File: config.mk
export PLATFORM = sky130hd
export DESIGN_NAME = tick_period_meter_flat
export DESIGN_NICKNAME = d
export VERILOG_FILES = /design/src/rtl/tick_meter_pkg.sv /design/src/rtl/tick_period_meter_if.sv /design/src/rtl/period_result_reg.sv /design/src/rtl/tick_period_meter.sv /design/src/flat_wrapper.sv
export SDC_FILE = /design/constraint.sdc
export NUM_CORES = 1
export LEC_CHECK = 0
export BUFFER_PORTS_ARGS = -buffer_cell sky130_fd_sc_hd__buf_2
export CAP_MARGIN = 5
export CORE_MARGIN = 5
export CORE_UTILIZATION = 59
export DETAILED_ROUTE_END_ITERATION = 10
export PLACE_DENSITY = 0.8
export SYNTH_ARGS = -nofsm -noshare
export SYNTH_HDL_FRONTEND = slang
export SYNTH_SLANG_ARGS = --single-unit
File: constraint.sdc
create_clock -name clk -period 4 [get_ports clk]
set_input_delay 0.4 -clock clk [delete_from_list [all_inputs] [get_ports clk]]
set_output_delay 0.4 -clock clk [all_outputs]
set_load 0.01 [all_outputs]
File: src/rtl/tick_meter_pkg.sv
// -----------------------------------------------------------------------------
// tick_meter_pkg
// Shared types and default parameters for the tick period meter.
//   tm_state_t     : measurement FSM state (IDLE, COUNTING)
//   TM_WIDTH_DEF   : default counter / result width
//   TM_TIMEOUT_DEF : default stall threshold in clk cycles
// -----------------------------------------------------------------------------
package tick_meter_pkg;

    localparam int unsigned TM_WIDTH_DEF   = 32;
    localparam int unsigned TM_TIMEOUT_DEF = 1_000_000;

    typedef enum logic {
        IDLE     = 1'b0,  // waiting for the first tick of a measurement
        COUNTING = 1'b1   // measuring the distance to the next tick
    } tm_state_t;

endpackage

File: src/rtl/tick_period_meter_if.sv
// -----------------------------------------------------------------------------
// tick_period_meter_if
// Valid/ready result channel of the tick period meter.
//   period       : measured cycles between two ticks
//   period_valid : period holds an unconsumed result
//   period_ready : consumer accepts period (sampled at the clock edge)
// Modports:
//   master : the meter (drives period / period_valid)
//   slave  : the consumer (drives period_ready)
// -----------------------------------------------------------------------------
interface tick_period_meter_if
    import tick_meter_pkg::*;
#(
    parameter int unsigned WIDTH = TM_WIDTH_DEF
) ();

    logic [WIDTH-1:0] period;
    logic             period_valid;
    logic             period_ready;

    modport master (
        output period,
        output period_valid,
        input  period_ready
    );

    modport slave (
        input  period,
        input  period_valid,
        output period_ready
    );

endinterface

File: src/rtl/period_result_reg.sv
// -----------------------------------------------------------------------------
// period_result_reg
// One-entry result register with valid/ready output and a sticky overrun flag.
//   clk, reset_n  : clock, asynchronous active-low reset
//   clear         : synchronous soft clear (drops the result, clears overrun)
//   capture       : a new period is offered this cycle
//   capture_val   : the period being offered
//   period_ready  : consumer accepts the held result
//   period        : held result
//   period_valid  : held result not yet consumed
//   overrun       : sticky, a captured value was dropped
// -----------------------------------------------------------------------------
module period_result_reg #(
    parameter int unsigned WIDTH = 32
) (
    input  logic             clk,
    input  logic             reset_n,
    input  logic             clear,
    input  logic             capture,
    input  logic [WIDTH-1:0] capture_val,
    input  logic             period_ready,
    output logic [WIDTH-1:0] period,
    output logic             period_valid,
    output logic             overrun
);

    logic [WIDTH-1:0] period_q,  period_d;
    logic             valid_q,   valid_d;
    logic             overrun_q, overrun_d;
    logic             transfer;

    always_comb begin
        // NOTE: every variable gets a default before any branch, so no path
        // leaves it unassigned and no latch is inferred.
        period_d  = period_q;
        valid_d   = valid_q;
        overrun_d = overrun_q;
        transfer  = valid_q && period_ready;

        if (clear) begin
            valid_d   = 1'b0;
            overrun_d = 1'b0;
        end else begin
            if (transfer) begin
                valid_d = 1'b0;
            end
            if (capture) begin
                // The slot is free if empty or emptied by this cycle's transfer.
                if (valid_q && !transfer) begin
                    overrun_d = 1'b1;
                end else begin
                    period_d = capture_val;
                    valid_d  = 1'b1;
                end
            end
        end
    end

    // NOTE: sequential state uses non-blocking assignments so all flops
    // update together from values sampled before the edge.
    always_ff @(posedge clk or negedge reset_n) begin
        if (!reset_n) begin
            period_q  <= '0;
            valid_q   <= 1'b0;
            overrun_q <= 1'b0;
        end else begin
            period_q  <= period_d;
            valid_q   <= valid_d;
            overrun_q <= overrun_d;
        end
    end

    assign period       = period_q;
    assign period_valid = valid_q;
    assign overrun      = overrun_q;

endmodule

File: src/rtl/tick_period_meter.sv
// -----------------------------------------------------------------------------
// tick_period_meter
// Counts clk cycles between successive tick pulses and reports each period
// over a valid/ready channel. Declares the source stalled when no tick arrives
// within TIMEOUT cycles.
//   clk, reset_n  : clock, asynchronous active-low reset
//   tick_in       : tick pulse, each high cycle is one tick
//   clear         : synchronous soft clear (state, result, flags, stats)
//   res           : result channel (period / period_valid / period_ready)
//   timeout       : sticky, tick source stalled
//   overrun       : sticky, a result was dropped
//   period_min    : smallest period seen     (TICK_METER_STATS_EN only)
//   period_max    : largest period seen      (TICK_METER_STATS_EN only)
// Optional feature: define TICK_METER_STATS_EN to build the min/max stats.
// -----------------------------------------------------------------------------
module tick_period_meter
    import tick_meter_pkg::*;
#(
    parameter int unsigned WIDTH   = TM_WIDTH_DEF,
    parameter int unsigned TIMEOUT = TM_TIMEOUT_DEF
) (
    input  logic                    clk,
    input  logic                    reset_n,
    input  logic                    tick_in,
    input  logic                    clear,
    tick_period_meter_if.master     res,
    output logic                    timeout,
    output logic                    overrun
`ifdef TICK_METER_STATS_EN
    ,
    output logic [WIDTH-1:0]        period_min,
    output logic [WIDTH-1:0]        period_max
`endif
);

    localparam logic [WIDTH-1:0] TIMEOUT_W = WIDTH'(TIMEOUT);

    tm_state_t        state_q,   state_d;
    logic [WIDTH-1:0] cnt_q,     cnt_d;
    logic             timeout_q, timeout_d;
    logic [WIDTH-1:0] cnt_inc;
    logic             capture;

    // TIMEOUT <= 2^WIDTH-1 keeps cnt below TIMEOUT, so cnt+1 never overflows.
    assign cnt_inc = cnt_q + WIDTH'(1);

    always_comb begin
        state_d   = state_q;
        cnt_d     = cnt_q;
        timeout_d = timeout_q;
        capture   = 1'b0;

        if (clear) begin
            state_d   = IDLE;
            cnt_d     = '0;
            timeout_d = 1'b0;
        end else begin
            case (state_q)
                IDLE: begin
                    if (tick_in) begin
                        state_d = COUNTING;
                        cnt_d   = '0;
                    end
                end
                COUNTING: begin
                    // A tick on the threshold cycle wins over the timeout.
                    if (tick_in) begin
                        capture = 1'b1;
                        cnt_d   = '0;
                    end else if (cnt_inc == TIMEOUT_W) begin
                        timeout_d = 1'b1;
                        state_d   = IDLE;
                        cnt_d     = '0;
                    end else begin
                        cnt_d = cnt_inc;
                    end
                end
                default: begin
                    state_d = IDLE;
                    cnt_d   = '0;
                end
            endcase
        end
    end

    always_ff @(posedge clk or negedge reset_n) begin
        if (!reset_n) begin
            state_q   <= IDLE;
            cnt_q     <= '0;
            timeout_q <= 1'b0;
        end else begin
            state_q   <= state_d;
            cnt_q     <= cnt_d;
            timeout_q <= timeout_d;
        end
    end

    assign timeout = timeout_q;

    period_result_reg #(
        .WIDTH (WIDTH)
    ) u_result (
        .clk          (clk),
        .reset_n      (reset_n),
        .clear        (clear),
        .capture      (capture),
        .capture_val  (cnt_inc),
        .period_ready (res.period_ready),
        .period       (res.period),
        .period_valid (res.period_valid),
        .overrun      (overrun)
    );

`ifdef TICK_METER_STATS_EN
    logic [WIDTH-1:0] min_q, min_d;
    logic [WIDTH-1:0] max_q, max_d;

    // Stats see every capture, including ones the result register drops.
    always_comb begin
        min_d = min_q;
        max_d = max_q;
        if (clear) begin
            min_d = '1;
            max_d = '0;
        end else if (capture) begin
            if (cnt_inc < min_q) min_d = cnt_inc;
            if (cnt_inc > max_q) max_d = cnt_inc;
        end
    end

    always_ff @(posedge clk or negedge reset_n) begin
        if (!reset_n) begin
            min_q <= '1;
            max_q <= '0;
        end else begin
            min_q <= min_d;
            max_q <= max_d;
        end
    end

    assign period_min = min_q;
    assign period_max = max_q;
`endif

endmodule

File: src/flat_wrapper.sv
// flat-port wrapper written by rule: the top's interface ports become plain ports
module tick_period_meter_flat import tick_meter_pkg::*;
#(
    parameter int unsigned WIDTH   = TM_WIDTH_DEF,
    parameter int unsigned TIMEOUT = TM_TIMEOUT_DEF
)
  (clk, reset_n, tick_in, clear, timeout, overrun, res_period, res_period_valid, res_period_ready);
  tick_period_meter_if #(.WIDTH(WIDTH)) res_i ();
  input  logic clk;
  input  logic reset_n;
  input  logic tick_in;
  input  logic clear;
  output logic timeout;
  output logic overrun;
  output wire logic [$bits(res_i.period)-1:0] res_period;
  output wire logic [$bits(res_i.period_valid)-1:0] res_period_valid;
  input wire logic [$bits(res_i.period_ready)-1:0] res_period_ready;
  assign res_period = res_i.period;
  assign res_period_valid = res_i.period_valid;
  assign res_i.period_ready = res_period_ready;
  tick_period_meter #(.WIDTH(WIDTH), .TIMEOUT(TIMEOUT)) u_core (.clk(clk), .reset_n(reset_n), .tick_in(tick_in), .clear(clear), .res(res_i), .timeout(timeout), .overrun(overrun));
endmodule
==> key figures <==
Worst hold path
  • Hold Crit Class: in -> async

Pwr
  • Peak supply drop: 0.000290 V
  • Comb pwr share: 0.122
  • Int Power: roughly 1.1 mW
  • Switching pwr: between 300 and 400 uW
  • Cell area power density: roughly 360 nW/um^2
  • Clock share of power: 0.372
  • Leak Pwr: ~1.7 nW
  • Sw Ratio: 0.258
  • Sequential group share of total power: 0.506

Finish
  • Fill cell count: 537
  • Nets@finish: 455
  • Finished Layout Cells: 528
  • Sequential cell area: approximately 1700 um^2
  • Diode count: 0
  • Multi-input gate area: 1980 um^2
  • Area grow syn2layout: 8.66%
  • Layout cells sized above 1: 0.177

Detailed routing
  • Via count: approximately 3200
  • Avg WL per Cell: about 17 um
  • Number of remaining DRC errors: 0
  • Remaining antenna violation count: 0
  • Pre-Repair DR Iteration Count: 4
  • WL final: 8.75 mm
  • Via density: 5.98
  • Initial DRC Count: slightly above 300

STA
  • Setup violations, final: 0
  • Tcrit/Tclk final: 0.824
  • TNS Setup: 0 ns
  • Hold Vio Cnt, Final: 0
  • Max Clk Rate: between 0.3 and 0.4 GHz
  • RSZ-0062 raised after global routing: no
  • Actual slew at the worst max-slew pin: approximately 1.0 ns
  • Clock Skew: a little under 0.009 ns
  • Final Slew Violations: 0
  • Slew headroom: 0.304
  • Post-layout min period: roughly 3.3 ns

Yosys
  • Synth area leaders: dfrtp_1, xnor2_1, nor2_1
  • Commonest cells in the netlist: dfrtp_1, nor2_1, nand2_1
  • Post-Syn Area: around 3900 um^2
  • Yosys top cell by area: dfrtp_1
  • Post-synth EDFFs: 0
  • Yosys top cell area share: 0.436
  • Mapped Cells: around 430
  • Post-synth ARST share: 1.00
  • Sequential area share after synthesis: 0.436
  • Post-synthesis area per instance: 9.11 um^2
  • Most common cell in the netlist: dfrtp_1
  • Synth cell types: 54
  • Yosys warns: 0
  • Synth Net Count: 435
  • Synth Register Bits: ~70
  • Main synth FF type: dfrtp_1

Critical path
  • Critical Path Most Common Cell: a211oi_1
  • Critical Path Slowest Stage Cell: or4_2
  • R2R Setup Slk: 0.70 ns
  • Critical path required time: approximately 4.2 ns
  • CP Capture Type: flip-flop
  • R2r startpoint: u_core.cnt_q[0]$_DFFE_PN0P_
  • RR Endpoint: u_core.cnt_q[6]$_DFFE_PN0P_
  • Type of the worst setup path: reg -> reg
  • Depth of the most critical reg-to-reg path: 9
  • CP Buf/Inv Count: 1
  • Critical path's top delay family: simple AND/OR/NAND/NOR gates
  • CP max FO: 11
  • Startpoint Class: flip-flop
  • Crit-path cells: ha_1 -> and4_1 -> nand3_1 -> or4_2 -> a211oi_1 -> o2111ai_1 -> a2111oi_4 -> buf_4 -> a211oi_1
  • Critical path arrival: roughly 3.5 ns
  • Critical path depth: 9
  • Worst Setup SP: u_core.cnt_q[0]$_DFFE_PN0P_
  • Worst stage delay on the critical path: 0.63 ns
  • Critical path endpoint: u_core.cnt_q[6]$_DFFE_PN0P_

Clock network
  • # clock sinks: between 60 and 70
  • Hold buffers post-CTS: 0
  • Post-CTS resize count: 0
  • CTS tree: built
  • Root Driver: clkbuf_8
  • Worst-skew pair later-pin latency: around 0.35 ns
  • Post-CTS repair timing setup buffer count: 0
  • Clock slew at reported path FFs: ~0.070 ns
  • CTS Buffer Depth: 2
  • Cts bufs inserted: 9
  • # H-tree levels: 3

GRT
  • Largest net degree at the start of global routing: 69
  • Grt total ovfl: 0
  • Global-route wire length before repair: ~15 mm
  • Initial antenna violation count: 0
  • Number of global-route vias before repair: approximately 3000
  • Total GRT Usage: 0.222

Die
  • Initial Utilization: 0.611
  • Die height: roughly 91 um
  • Boundary pin count: 40
  • Die ar.: 8330 um^2
  • Num rows: 29
  • Core Area: about 6400 um^2
  • Die Wd: roughly 90 um

Flow run
  • Max-capacitance violation count: 0

Outcome
  • Outcome: finished clean

Place
  • GPL Wtd Cong: ~0.91
  • HPWL after DPL: 5.96 mm
  • I/O Buffers: 39
  • Placed cells: 514
-- registers in the layout, indices dropped and copies added, names as in the netlist --
signal	cells
u_core.cnt_q	32
u_core.timeout	1
u_core.state_q	1
u_core.u_result.overrun	1
u_core.u_result.period	32
u_core.u_result.period_valid	1
-- cells in the final DEF (no fill, tap or decap), drive strengths merged, types with 3 or more instances in the layout --
master and n:
mux2 7, a31oi 7, a21oi 29, clkbuf 12
dfrtp 68, xor2 17, o31ai 3, a211oi 7
nand3 17, o211ai 3, nor2 55, o31a 3
nor3b 3, buf 44, and4 4, nand4 13
nand2 33, mux2i 6, or4 5, or3 8
nand3b 5, and3 3, o21ai 17, nor4 11
inv 10, xnor2 26, nor3 14
-- layout make-up --
type | count | area share
multi-input cells | 315 | 0.467
flip-flops and latches | 68 | 0.402
repair buffers | 44 | 0.0549
clock buffers | 12 | 0.0366
well taps | 77 | 0.0227
inverters | 10 | 0.00886
clock inverters | 2 | 0.00827
-- power by group through the flow --
stage	Sequential, mW	Clock (mW)	Combinational, mW
CTS	0.769	0.574	0.190
global route	0.778	0.612	0.209
finish	0.768	0.566	0.186
detailed placement	0.782	0	0.189
global placement	0.780	0	0.186
floorplan	0.810	0	0.0721
-- per-layer routing --
metal	up-vias	global-route usage	wire length (um)
li1	1541	-	-
met1	1517	0.322	4310
met2	92	0.322	3750
met3	10	0.0678	586
met4	0	0.0636	97
met5	-	0	0
-- kinds of logic (layout without fill, tap and decap cells) --
group	count (synthesis)	count (layout)	share of synthesized area
DFF	68	68	0.436
adders and majority gates	2	2	0.00642
AOI/OAI and AO/OA	79	79	0.136
xor gates and xnor gates	43	43	0.0966
muxes	13	13	0.0356
buffers and inverters	45	68	0.0574
and+or+nand+nor	178	178	0.232
-- worst register-to-register path: stages, from the launching register on --
cell	delay [ns]
dfrtp_1	0.52
ha_1	0.37
and4_1	0.30
nand3_1	0.27
or4_2	0.63
a211oi_1	0.25
o2111ai_1	0.22
a2111oi_4	0.22
buf_4	0.25
a211oi_1	0.10
-- stage by stage --
stage          total power [mW]   util  cell area, um^2  worst slack [ns]  hold WS, ns
4_1_cts                    1.53  0.663             4240             0.724        0.261
3_3_place_gp              0.966  0.634             4050             0.803        0.480
5_1_grt                    1.60  0.663             4240             0.398        0.300
6_report                   1.52  0.663             4240             0.704        0.212
2_1_floorplan             0.882      -             3900              1.07        0.104
3_5_place_dp              0.971  0.634             4050             0.741        0.479
-- worst min-delay path by stage --
stage	depth (start not counted)	slack, ns	to
4_1_cts	2	0.26	u_core.cnt_q[29]$_DFFE_PN0P_
2_1_floorplan	0	0.10	u_core.cnt_q[0]$_DFFE_PN0P_
5_1_grt	2	0.30	u_core.cnt_q[30]$_DFFE_PN0P_
3_3_place_gp	2	0.48	u_core.u_result.overrun$_DFFE_PN0P_
6_report	2	0.21	u_core.u_result.period[24]$_DFFE_PN0P_
3_5_place_dp	1	0.48	u_core.timeout$_DFFE_PN0P_
No activity file was read; power rests on OpenSTA's default activity.
